<file path="config.mk">
export PLATFORM = sky130hd
export DESIGN_NAME = midi_rx_parser
export DESIGN_NICKNAME = d
export VERILOG_FILES = /design/src/rtl/midi_rx_parser.sv
export SDC_FILE = /design/constraint.sdc
export NUM_CORES = 1
export LEC_CHECK = 0
export CAP_MARGIN = 10
export CORE_AREA = 2 2 110 112
export CTS_CLUSTER_DIAMETER = 50
export DETAILED_ROUTE_END_ITERATION = 10
export DIE_AREA = 0 0 112 114
export PLACE_DENSITY = 0.5
export SYNTH_ARGS = -nofsm -noshare
export SYNTH_HDL_FRONTEND = slang
export SYNTH_SLANG_ARGS = --single-unit
</file>
<file path="constraint.sdc">
create_clock -name clk -period 2.4 [get_ports clk]
set_input_delay 0.36 -clock clk [delete_from_list [all_inputs] [get_ports clk]]
set_output_delay 0.36 -clock clk [all_outputs]
set_load 0.05 [all_outputs]
</file>
<file path="src/rtl/midi_rx_parser.sv">
// MIDI receiver: 31250 baud 8N1 deframer plus running-status channel-voice parser.
// Ports: clk, reset (sync, active high), serial_rx (async line, idle high);
//   byte_valid/byte_data (deframed bytes), framing_err (stop bit low);
//   ev_valid/ev_type/ev_channel/ev_data1/ev_data2 (completed channel events).
module midi_rx_parser #(
    parameter int         CLKS_PER_BIT = 512,
    parameter bit         OMNI         = 1'b1,
    parameter logic [3:0] CHANNEL      = 4'd0
) (
    input  logic       clk,
    input  logic       reset,
    input  logic       serial_rx,
    output logic       byte_valid,
    output logic [7:0] byte_data,
    output logic       framing_err,
    output logic       ev_valid,
    output logic [1:0] ev_type,
    output logic [3:0] ev_channel,
    output logic [6:0] ev_data1,
    output logic [6:0] ev_data2
);
    localparam int CW = $clog2(CLKS_PER_BIT);
    localparam logic [CW-1:0] FULL = CW'(CLKS_PER_BIT - 1);
    localparam logic [CW-1:0] HALF = CW'(CLKS_PER_BIT / 2 - 1);

    typedef enum logic [2:0] {
        S_IDLE, S_START, S_DATA, S_STOP, S_WAIT_IDLE
    } state_e;

    logic          meta_q, sync_q;
    state_e        state_q, state_d;
    logic [CW-1:0] cnt_q, cnt_d;
    logic [2:0]    bit_q, bit_d;
    logic [7:0]    shift_q, shift_d;
    logic          bv_q, bv_d, fe_q, fe_d;
    logic [7:0]    bd_q, bd_d;

    logic [7:0]    rs_q, rs_d;
    logic          rsv_q, rsv_d;
    logic          idx_q, idx_d;
    logic [6:0]    d1_q, d1_d;
    logic          evv_q, evv_d;
    logic [1:0]    evt_q, evt_d;
    logic [3:0]    evc_q, evc_d;
    logic [6:0]    evd1_q, evd1_d, evd2_q, evd2_d;

    always_ff @(posedge clk) begin
        if (reset) begin
            meta_q  <= 1'b1;
            sync_q  <= 1'b1;
            state_q <= S_IDLE;
            cnt_q   <= '0;
            bit_q   <= '0;
            shift_q <= '0;
            bv_q    <= 1'b0;
            fe_q    <= 1'b0;
            bd_q    <= '0;
            rs_q    <= '0;
            rsv_q   <= 1'b0;
            idx_q   <= 1'b0;
            d1_q    <= '0;
            evv_q   <= 1'b0;
            evt_q   <= '0;
            evc_q   <= '0;
            evd1_q  <= '0;
            evd2_q  <= '0;
        end else begin
            meta_q  <= serial_rx;
            sync_q  <= meta_q;
            state_q <= state_d;
            cnt_q   <= cnt_d;
            bit_q   <= bit_d;
            shift_q <= shift_d;
            bv_q    <= bv_d;
            fe_q    <= fe_d;
            bd_q    <= bd_d;
            rs_q    <= rs_d;
            rsv_q   <= rsv_d;
            idx_q   <= idx_d;
            d1_q    <= d1_d;
            evv_q   <= evv_d;
            evt_q   <= evt_d;
            evc_q   <= evc_d;
            evd1_q  <= evd1_d;
            evd2_q  <= evd2_d;
        end
    end

    // UART deframer
    always_comb begin
        state_d = state_q;
        cnt_d   = cnt_q;
        bit_d   = bit_q;
        shift_d = shift_q;
        bv_d    = 1'b0;
        fe_d    = 1'b0;
        bd_d    = bd_q;
        case (state_q)
            S_IDLE: begin
                if (!sync_q) begin
                    state_d = S_START;
                    cnt_d   = HALF;
                end
            end
            S_START: begin
                if (cnt_q != '0) begin
                    cnt_d = cnt_q - 1'b1;
                end else if (!sync_q) begin
                    state_d = S_DATA;
                    cnt_d   = FULL;
                    bit_d   = '0;
                end else begin
                    state_d = S_IDLE;
                end
            end
            S_DATA: begin
                if (cnt_q != '0) begin
                    cnt_d = cnt_q - 1'b1;
                end else begin
                    shift_d = {sync_q, shift_q[7:1]};
                    cnt_d   = FULL;
                    if (bit_q == 3'd7) state_d = S_STOP;
                    else               bit_d   = bit_q + 1'b1;
                end
            end
            S_STOP: begin
                if (cnt_q != '0) begin
                    cnt_d = cnt_q - 1'b1;
                end else if (sync_q) begin
                    bd_d    = shift_q;
                    bv_d    = 1'b1;
                    state_d = S_IDLE;
                end else begin
                    fe_d    = 1'b1;
                    state_d = S_WAIT_IDLE;
                end
            end
            S_WAIT_IDLE: begin
                // Only a return to idle level re-arms start detection.
                if (sync_q) state_d = S_IDLE;
            end
            default: state_d = S_IDLE;
        endcase
    end

    // Running-status parser
    logic is_rt, is_sys, is_stat, is_data;
    logic need1, done, chan_ok;

    always_comb begin
        is_rt   = bd_q[7:3] == 5'b11111;
        is_sys  = bd_q[7:3] == 5'b11110;
        is_stat = bd_q[7] && (bd_q[7:4] != 4'hF);
        is_data = !bd_q[7];
        need1   = (rs_q[7:4] == 4'hC) || (rs_q[7:4] == 4'hD);
        chan_ok = OMNI || (rs_q[3:0] == CHANNEL);
        done    = 1'b0;
        rs_d    = rs_q;
        rsv_d   = rsv_q;
        idx_d   = idx_q;
        d1_d    = d1_q;
        evv_d   = 1'b0;
        evt_d   = evt_q;
        evc_d   = evc_q;
        evd1_d  = evd1_q;
        evd2_d  = evd2_q;
        if (bv_q) begin
            unique case (1'b1)
                is_rt: ;
                is_sys: begin
                    rsv_d = 1'b0;
                    idx_d = 1'b0;
                end
                is_stat: begin
                    rs_d  = bd_q;
                    rsv_d = 1'b1;
                    idx_d = 1'b0;
                end
                is_data: begin
                    if (rsv_q) begin
                        if (!idx_q) begin
                            d1_d  = bd_q[6:0];
                            done  = need1;
                            idx_d = !need1;
                        end else begin
                            done  = 1'b1;
                            idx_d = 1'b0;
                        end
                    end
                end
                default: ;
            endcase
        end
        if (done && chan_ok) begin
            evc_d  = rs_q[3:0];
            evd1_d = idx_q ? d1_q : bd_q[6:0];
            evd2_d = bd_q[6:0];
            case (rs_q[7:4])
                4'h8: begin evv_d = 1'b1; evt_d = 2'd0; end
                4'h9: begin
                    evv_d = 1'b1;
                    evt_d = (bd_q[6:0] != 7'd0) ? 2'd1 : 2'd0;
                end
                4'hB: begin evv_d = 1'b1; evt_d = 2'd2; end
                4'hE: begin evv_d = 1'b1; evt_d = 2'd3; end
                default: begin
                    evc_d  = evc_q;
                    evd1_d = evd1_q;
                    evd2_d = evd2_q;
                end
            endcase
        end
    end

    assign byte_valid  = bv_q;
    assign byte_data   = bd_q;
    assign framing_err = fe_q;
    assign ev_valid    = evv_q;
    assign ev_type     = evt_q;
    assign ev_channel  = evc_q;
    assign ev_data1    = evd1_q;
    assign ev_data2    = evd2_q;
endmodule

</file>
# [Word-level counts from Yosys, hierarchy flattened]
# Index checks and enable logic that the tools add are counted.
# Widths: inputs -> output; s select.
[word_totals] register_bits=73 output_inout_bits=31
[op_classes] add_sub_neg=2 n_mux=35 reduce_logical=27 n_eq_ne=24 n_bitwise=4
[ops] op="$mux 9" n=5
[ops] op="$pmux 9 s4" n=1
[ops] op="$mux 3" n=11
[ops] op="$eq 4x4->1 const B" n=6
[ops] op="$ne 2x2->1 const B" n=9
[ops] op="$pmux 3 s5" n=1
[ops] op="$mux 1" n=11
[ops] op="$reduce_and 2->1" n=5
[ops] op="$reduce_and 3->1" n=3
[ops] op="$reduce_bool 9->1" n=1
[ops] op="$sub 9x1->9 const B" n=1
[ops] op="$pmux 2 s4" n=1
[ops] op="$reduce_bool 4->1" n=2
[ops] op="$mux 7" n=1
[ops] op="$reduce_bool 7->1" n=1
[ops] op="$eq 3x2->1 const B" n=2
[ops] op="$eq 3x3->1 const B" n=2
[ops] op="$ne 3x3->1 const B" n=2
[ops] op="$pmux 3 s2" n=1
[ops] op="$reduce_and 6->1" n=1
[ops] op="$reduce_bool 2->1" n=3
[ops] op="$eq 5x5->1 const B" n=1
[ops] op="$reduce_and 5->1" n=1
[ops] op="$ne 4x4->1 const B" n=1
[ops] op="other kinds (13)" n=19

# [Depth between registers and ports, before layout]
# Gate-level depths: netlist (run 1).
[depth] word_depth=8 depth_mapped=6

# [Worst setup path after synthesis (run 1)]
# No wires, ideal clock.
[synth_path] path_type="reg-to-reg" start="register cnt_q[0]" end="register shift_q[7]" slack_ns=0.308 path_stages_with_launch=7 arrival_ns=1.965 setup_ns=0.128 n_path_buf=0 path_cell_list="dfxtp_1 -> inv_1 -> ha_1 -> or4b_1 -> nor4_4 -> mux2i_1 -> nor2_1"
[synth_between] elab_chain_cells=3
[synth_lines] item="start, declared" line_no="32" rtl="logic [CW-1:0] cnt_q, cnt_d;"
[synth_lines] item="start signal, assigned" line_no="71" rtl="cnt_q <= cnt_d;"
[synth_lines] item="$reduce_bool 9->1" line_no="117" rtl="if (cnt_q != '0) begin"
[synth_lines] item="$not 1->1 (no source line)"
[synth_lines] item="$reduce_and 2->1 (no source line)"
[synth_lines] item="end signal, assigned" line_no="73" rtl="shift_q <= shift_d;"
[synth_lines] item="end, declared" line_no="34" rtl="logic [7:0] shift_q, shift_d;"
# Every way passes these cells.
# A chain may end at the register's enable or synchronous reset.

# [Worst setup path after layout (run 1)]
[layout_path] start="register cnt_q[0]" end="register shift_q[5]"
# Same word-level chain as after synthesis.

==> results of run 1 <==
## worst max-delay path, delay by kind of cell (launching register included)
kind,cells,cell delay [ps]
and+or+nand+nor,3,900
buffers and inverters,2,340
adders and majority gates,1,220
DFF,1,320
muxes,1,190
## flip-flops by register name (all words and copies together) (netlist names)
name,count
ev_type,2
meta_q,1
d1_q,7
byte_valid,1
rsv_q,1
cnt_q,9
ev_data1,7
shift_q,8
ev_channel,4
rs_q,8
idx_q,1
ev_data2,7
ev_valid,1
state_q,3
sync_q,1
bit_q,3
byte_data,8
framing_err,1
## synth_stat cells (2+ instances only)
master	count
a2111oi_0	2
a41oi_1	2
o21ai_0	16
xor2_1	3
nor2_1	46
a21oi_1	25
nor3_1	8
nor2b_1	6
nand3_1	17
nor4_1	3
and3_1	2
a22oi_1	3
o21ai_1	2
nor4b_1	2
ha_1	4
o31ai_1	2
a221oi_1	5
mux2i_1	37
a211oi_1	12
nand2_1	6
and3b_1	2
inv_1	10
clkbuf_1	20
buf_1	3
a31oi_1	2
a31o_2	4
buf_2	2
dfxtp_1	73
nor3b_1	2
o211ai_1	3
or2_2	3
or4_1	2
## per-stage QoR
step	hold slack [ps]	area [um2]	total power, mW	setup WS, ps
6_report	406.5	4046	2.863	278.1
2_1_floorplan	389.5	3168	1.447	307.7
5_1_grt	421.7	4046	2.975	149.7
3_3_place_gp	395.4	3739	1.515	323.6
3_5_place_dp	395.4	3739	1.517	295.2
4_1_cts	408.2	4046	2.899	281.3
## report_power, final
group	switching [mW]	total (mW)	internal, mW
clock	0.508	1.37	0.861
combinational	0.136	0.230	0.0938
sequential	0.0318	1.26	1.23
## routing by layer
layer / part of all wire [%] / up-vias
li1: - / 1334
met1: 51 / 1247
met2: 44 / 41
met3: 2.5 / 10
met4: 2.1 / 0
met5: 0 / -
## how the worst max path moves through the flow
stage,start,endpoint,slack [ps],cells past startpoint
after floorplan,cnt_q[0]$_SDFFE_PP0P_,shift_q[7]$_SDFFE_PP0P_,310,6
after global placement,cnt_q[0]$_SDFFE_PP0P_,shift_q[7]$_SDFFE_PP0P_,320,7
after detailed placement,cnt_q[0]$_SDFFE_PP0P_,shift_q[5]$_SDFFE_PP0P_,300,7
after CTS,cnt_q[0]$_SDFFE_PP0P_,shift_q[5]$_SDFFE_PP0P_,280,7
after global routing,cnt_q[0]$_SDFFE_PP0P_,shift_q[4]$_SDFFE_PP0P_,150,7
final,cnt_q[0]$_SDFFE_PP0P_,shift_q[5]$_SDFFE_PP0P_,280,7
## final cells by class
class | count | area [um2] | share of cell area, %
multi-input cells | 238 | 1568 | 38.74
flip-flops and latches | 73 | 1461 | 36.12
repair buffers | 53 | 488.0 | 12.06
clock buffers | 12 | 256.5 | 6.339
well taps | 147 | 183.9 | 4.545
clock inverters | 4 | 51.30 | 1.268
inverters | 10 | 37.54 | 0.9276
## logic make-up after synthesis
logic type               share of synthesized area [%]
multiplexers                                     11.69
flip-flops                                       46.13
adder cells (fa/ha/maj)                          1.580
AO/OA/AOI/OAI                                    18.05
buffers and inverters                            4.384
AND/OR/NAND/NOR                                  17.06
XOR/XNOR                                         1.106
## layout by cell type (no fill, tap or decap), drive strengths merged, types with 3 or more instances in the layout
master	synthesis	layout
dfxtp	73	73
nor2	46	46
mux2i	37	37
clkdlybuf4s50	0	32
a21oi	25	25
buf	5	21
o21ai	19	19
nand3	17	17
a211oi	12	12
clkbuf	21	12
inv	10	10
nor3	8	8
nand2	6	6
nor2b	6	6
a221oi	5	5
a31o	4	4
ha	4	4
nor4	4	4
a22oi	3	3
o211ai	3	3
or2	3	3
xor2	3	3
==> reports/qor.csv, run 1 <==
stage,metric,value,unit
critical_path,crit_slowest_cell,or4b_1,
worst_hold_path,holdCritPathClass,reg -> reg,
cts,clock_path_buffers,2,
synthesis,synth_top_area_cell,dfxtp_1,
synthesis,syn_nets,354,
pwr,power_leakage,1.482,nW
synthesis,synth_area,0.003168,mm2
synthesis,synthFlopType,dfxtp_1,
drt,via_per_inst,4.901,
global_routing,met1_usage,17.06,%
worst_hold_path,holdPathStages,1,
cts,cts_tree,built,
worst_hold_path,min_from,meta_q$_SDFF_PP1_,
cts,hold_buffers,0,
final_layout,final_core_util,34.55,%
synthesis,synth_cell_types,50,
placement,place_congestion,0.7969,
placement,placed_cells,521,
timing,rsz0062_at_grt,no,
critical_path,endpoint_kind,flop,
drt,drc,0,
final_layout,areaGrowthSynthToFinish,27.73,%
critical_path,worst_r2r_endpoint,shift_q[5]$_SDFFE_PP0P_,
synthesis,syn_avg_cell_area,9.130,um2
critical_path,cp_max_fo,8,
global_routing,grt_pass1_vias,2553,
final_layout,drive_gt1_share,12.31,%
final_layout,final_cells,537,
timing,timing.fmax,471.3,MHz
global_routing,antenna_found_initial,0,
critical_path,path_cells,inv_1 > ha_1 > or4b_1 > nor4_4 > buf_4 > mux2i_1 > nor2_1,
cts,cts.repair.resized,0,
synthesis,ys_seq_area_share,46.13,%
critical_path,required,2590,ps
global_routing,grt_pass1_wl,12720,um
floorplan,ios,34,
cts,cts.sinks,73,
worst_hold_path,hold_end,sync_q$_SDFF_PP1_,
floorplan,die-width,112,um
cts,post_cts_buffers,0,
global_routing,use_met3,1.594,%
final_layout,diodes,0,
status,status,finished clean,
global_routing,grt_max_degree,35,
critical_path,reg2reg_slack,280,ps
synthesis,synth-seq-cells,73,
timing,finalCritPeriodShare,88.41,%
timing,finalHoldViolations,0,
floorplan,initial_core_util,27.05,%
synthesis,synthTopCellsByArea,"dfxtp_1 (46%), mux2i_1 (12%), nor2_1 (5.5%), a21oi_1 (3.9%), a211oi_1 (2.8%)",
cts,clock_latency,330,ps
global_routing,grt_usage,12.34,%
placement,dp_hpwl,5199,um
critical_path,rr_worst_depth,7,
timing,fin_tns_setup,0,ps
critical_path,cp.arrival,2310,ps
timing,timing.clock.skew,7.642,ps
drt,wl,7643,um
critical_path,path_class,reg -> reg,
floorplan,dieArea,0.01277,mm2
drt,dr_total_vias,2632,
final_layout,nets,392,
synthesis,synth-edff-count,0,
synthesis,synth-async-reset-ratio,0,%
synthesis,yosysWarnings,0,
timing,slew_headroom,54.05,%
critical_path,worstSetupStartpointType,flop,
cts,cts.htree.levels,3,
job,maxCapViolCount,0,
synthesis,yosysTopAreaCellShare,46.13,%
global_routing,grt_busiest_layer,met2,
global_routing,overflow,0,
cts,cts_root_buffer,clkbuf_16,
timing,worst_slew_pin_slew,684.4,ps
floorplan,core_area,0.01171,mm2
critical_path,r2r_start,cnt_q[0]$_SDFFE_PP0P_,
drt,drt_iter0_drc,134,
global_routing,met2_usage,18.83,%
floorplan,fp.dieH,114,um
cts,cts_buffers,9,
final_layout,fillers,1219,
floorplan,rows,40,
pwr,ir_worst_vdd,0.0003108,V
drt,drt-pass1-iter-count,5,
drt,antenna_left,0,
timing,finalCriticalPeriod,2122,ps
drt,wl_per_cell,14.23,um
timing,final-setup-viol-count,0,
timing,slew_violations,0,
pwr,p_per_area,707.6,mW/mm2
placement,numPortBuffers,33,
cts,path_clk_slew,60,ps
critical_path,critPathMaxStageDelay,590,ps
synthesis,syn_inst,347,
(Power assumes the default switching activity.)
==> inputs of run 2 (changes only) <==
--- a/config.mk
+++ b/config.mk
@@ -6,11 +6,11 @@
 export NUM_CORES = 1
 export LEC_CHECK = 0
 export CAP_MARGIN = 10
-export CORE_AREA = 2 2 110 112
+export CORE_AREA = 2 2 79 81
 export CTS_CLUSTER_DIAMETER = 50
 export DETAILED_ROUTE_END_ITERATION = 10
-export DIE_AREA = 0 0 112 114
-export PLACE_DENSITY = 0.5
+export DIE_AREA = 0 0 81 83
+export PLACE_DENSITY = 0.82
 export SYNTH_ARGS = -nofsm -noshare
 export SYNTH_HDL_FRONTEND = slang
 export SYNTH_SLANG_ARGS = --single-unit
==> run 2 against run 1 <==
Power decreased by 7.5%. First-iteration DRC count increased by 89%. Combinational power decreased by 7%. Wire length decreased by 5.2%. Worst hold slack improved by 5.0 ps.
==> reports/qor.csv, run 2 (synthesized netlist as in run 1, its figures left out) <==
stage,metric,value,unit
status,status,finished clean,
pwr,p_per_area,689.3,mW/mm2
final_layout,diodes,0,
cts,cts_tree,built,
drt,drt-pass1-iter-count,4,
pwr,ir_worst_vdd,0.0004414,V
critical_path,worstSetupStartpointType,flop,
drt,drt_iter0_drc,253,
final_layout,drive_gt1_share,11.20,%
cts,cts.sinks,73,
critical_path,path_cells,inv_1 > ha_1 > or4b_1 > nor4_4 > buf_4 > mux2i_1 > nor2_1,
floorplan,core_area,0.005816,mm2
timing,timing.fmax,450.6,MHz
job,maxCapViolCount,0,
final_layout,regMostFlops,cnt_q,
worst_hold_path,holdPathStages,1,
timing,slew_violations,0,
cts,path_clk_slew,70,ps
placement,dp_hpwl,4845,um
cts,clock_latency,340,ps
placement,numPortBuffers,33,
drt,antenna_left,0,
final_layout,layout_commonest_cell,dfxtp_1,
critical_path,rr_worst_depth,7,
final_layout,final_cell_mix,"dfxtp_1 (73), nor2_1 (46), mux2i_1 (37)",
drt,drc,0,
critical_path,endpoint_kind,flop,
global_routing,antenna_found_initial,0,
timing,worst_slew_pin_slew,729.8,ps
timing,finalCritPeriodShare,92.46,%
critical_path,crit_slowest_cell,or4b_1,
placement,pre_cts_ws,272.4,ps
timing,fin_ws,180.9,ps
drt,wl,7248,um
pwr,power_leakage,1.423,nW
placement,placed_area,0.003591,mm2
critical_path,critPathMaxStageDelay,590,ps
critical_path,crit_path_start,cnt_q[0]$_SDFFE_PP0P_,
critical_path,reg2reg_slack,180,ps
cts,cts_root_buffer,clkbuf_8,
drt,dr_total_vias,2710,
timing,finalHoldViolations,0,
global_routing,overflow,0,
global_routing,grt_max_degree,42,
timing,slew_headroom,50.66,%
cts,cts.htree.levels,3,
timing,final-setup-viol-count,0,
critical_path,worst_r2r_endpoint,shift_q[2]$_SDFFE_PP0P_,
final_layout,post-route-cell-area,0.003844,mm2
critical_path,path_class,reg -> reg,
cts,clock_path_buffers,2,
worst_hold_path,holdCritPathClass,reg -> reg,
global_routing,grt_pass1_wl,12210,um
global_routing,grt_pass1_vias,2658,
floorplan,dieArea,0.006723,mm2
final_layout,areaGrowthSynthToFinish,21.33,%
floorplan,die-width,81,um
critical_path,cp.arrival,2440,ps
floorplan,fp.dieH,83,um
cts,hold_buffers,0,
floorplan,rows,28,
critical_path,required,2630,ps
final_layout,largest_reg_flops,9,
cts,cts.repair.resized,0,
final_layout,nets,386,
drt,wl_per_cell,15.79,um
critical_path,cp_max_fo,8,
cts,cts_buffers,9,
timing,rsz0062_at_grt,no,
cts,post_cts_buffers,0,
floorplan,initial_core_util,54.48,%
floorplan,ios,34,
placement,place_congestion,0.9399,
critical_path,cp-endpoint,shift_q[2]$_SDFFE_PP0P_,
global_routing,grt_usage,22.85,%
drt,via_per_inst,5.904,
critical_path,r2r_start,cnt_q[0]$_SDFFE_PP0P_,
timing,timing.clock.skew,7.288,ps
timing,fin_tns_setup,0,ps
timing,finalCriticalPeriod,2219,ps
## run 2: area by class of cell
type | count | area [um2]
Fill cell | 476 | 1972
Multi-Input combinational cell | 238 | 1568
Sequential cell | 73 | 1461
Timing Repair Buffer | 47 | 430.4
Clock buffer | 10 | 137.6
Clock inverter | 6 | 115.1
Tap cell | 75 | 93.84
Inverter | 10 | 37.54
## run 2: worst min-delay path by stage
| stage | end | startpoint | slack, ps |
|---|---|---|---|
| 2_1_floorplan | sync_q$_SDFF_PP1_ | meta_q$_SDFF_PP1_ | 390 |
| 3_3_place_gp | sync_q$_SDFF_PP1_ | meta_q$_SDFF_PP1_ | 390 |
| 3_5_place_dp | sync_q$_SDFF_PP1_ | meta_q$_SDFF_PP1_ | 400 |
| 4_1_cts | sync_q$_SDFF_PP1_ | meta_q$_SDFF_PP1_ | 410 |
| 5_1_grt | sync_q$_SDFF_PP1_ | meta_q$_SDFF_PP1_ | 440 |
| 6_report | sync_q$_SDFF_PP1_ | meta_q$_SDFF_PP1_ | 410 |
## run 2: per-layer routing
layer / up-vias / GRT usage [%] / part of all wire (%)
li1: 1320 / - / -
met5: - / 0 / 0
met3: 23 / 5.652 / 4.8
met1: 1284 / 29.61 / 45
met4: 0 / 10.48 / 2.4
met2: 83 / 35.46 / 47
## run 2: worst max-delay path, delay by kind of cell, from the launching register on
family	cells	cell delay [ps]
mux	1	280
fa+ha+maj	1	230
flops	1	320
buf+inv	2	360
simple gates	3	900
## run 2: report_power, final
part           internal (mW)  switching (mW)  total (mW)
Clock                  0.722           0.453        1.17
Combinational         0.0806           0.132       0.213
Sequential              1.23          0.0318        1.26
## run 2: metrics by stage
| step | hold slack [ps] | instances | utilization (%) | total power, mW |
|---|---|---|---|---|
| 6_report | 411.5 | 459 | 66.09 | 2.649 |
| 5_1_grt | 438.8 | 459 | 66.09 | 2.745 |
| 2_1_floorplan | 389.5 | 347 | - | 1.447 |
| 3_5_place_dp | 397.8 | 443 | 61.75 | 1.496 |
| 3_3_place_gp | 392.1 | 443 | 61.75 | 1.490 |
| 4_1_cts | 414.7 | 459 | 66.09 | 2.657 |
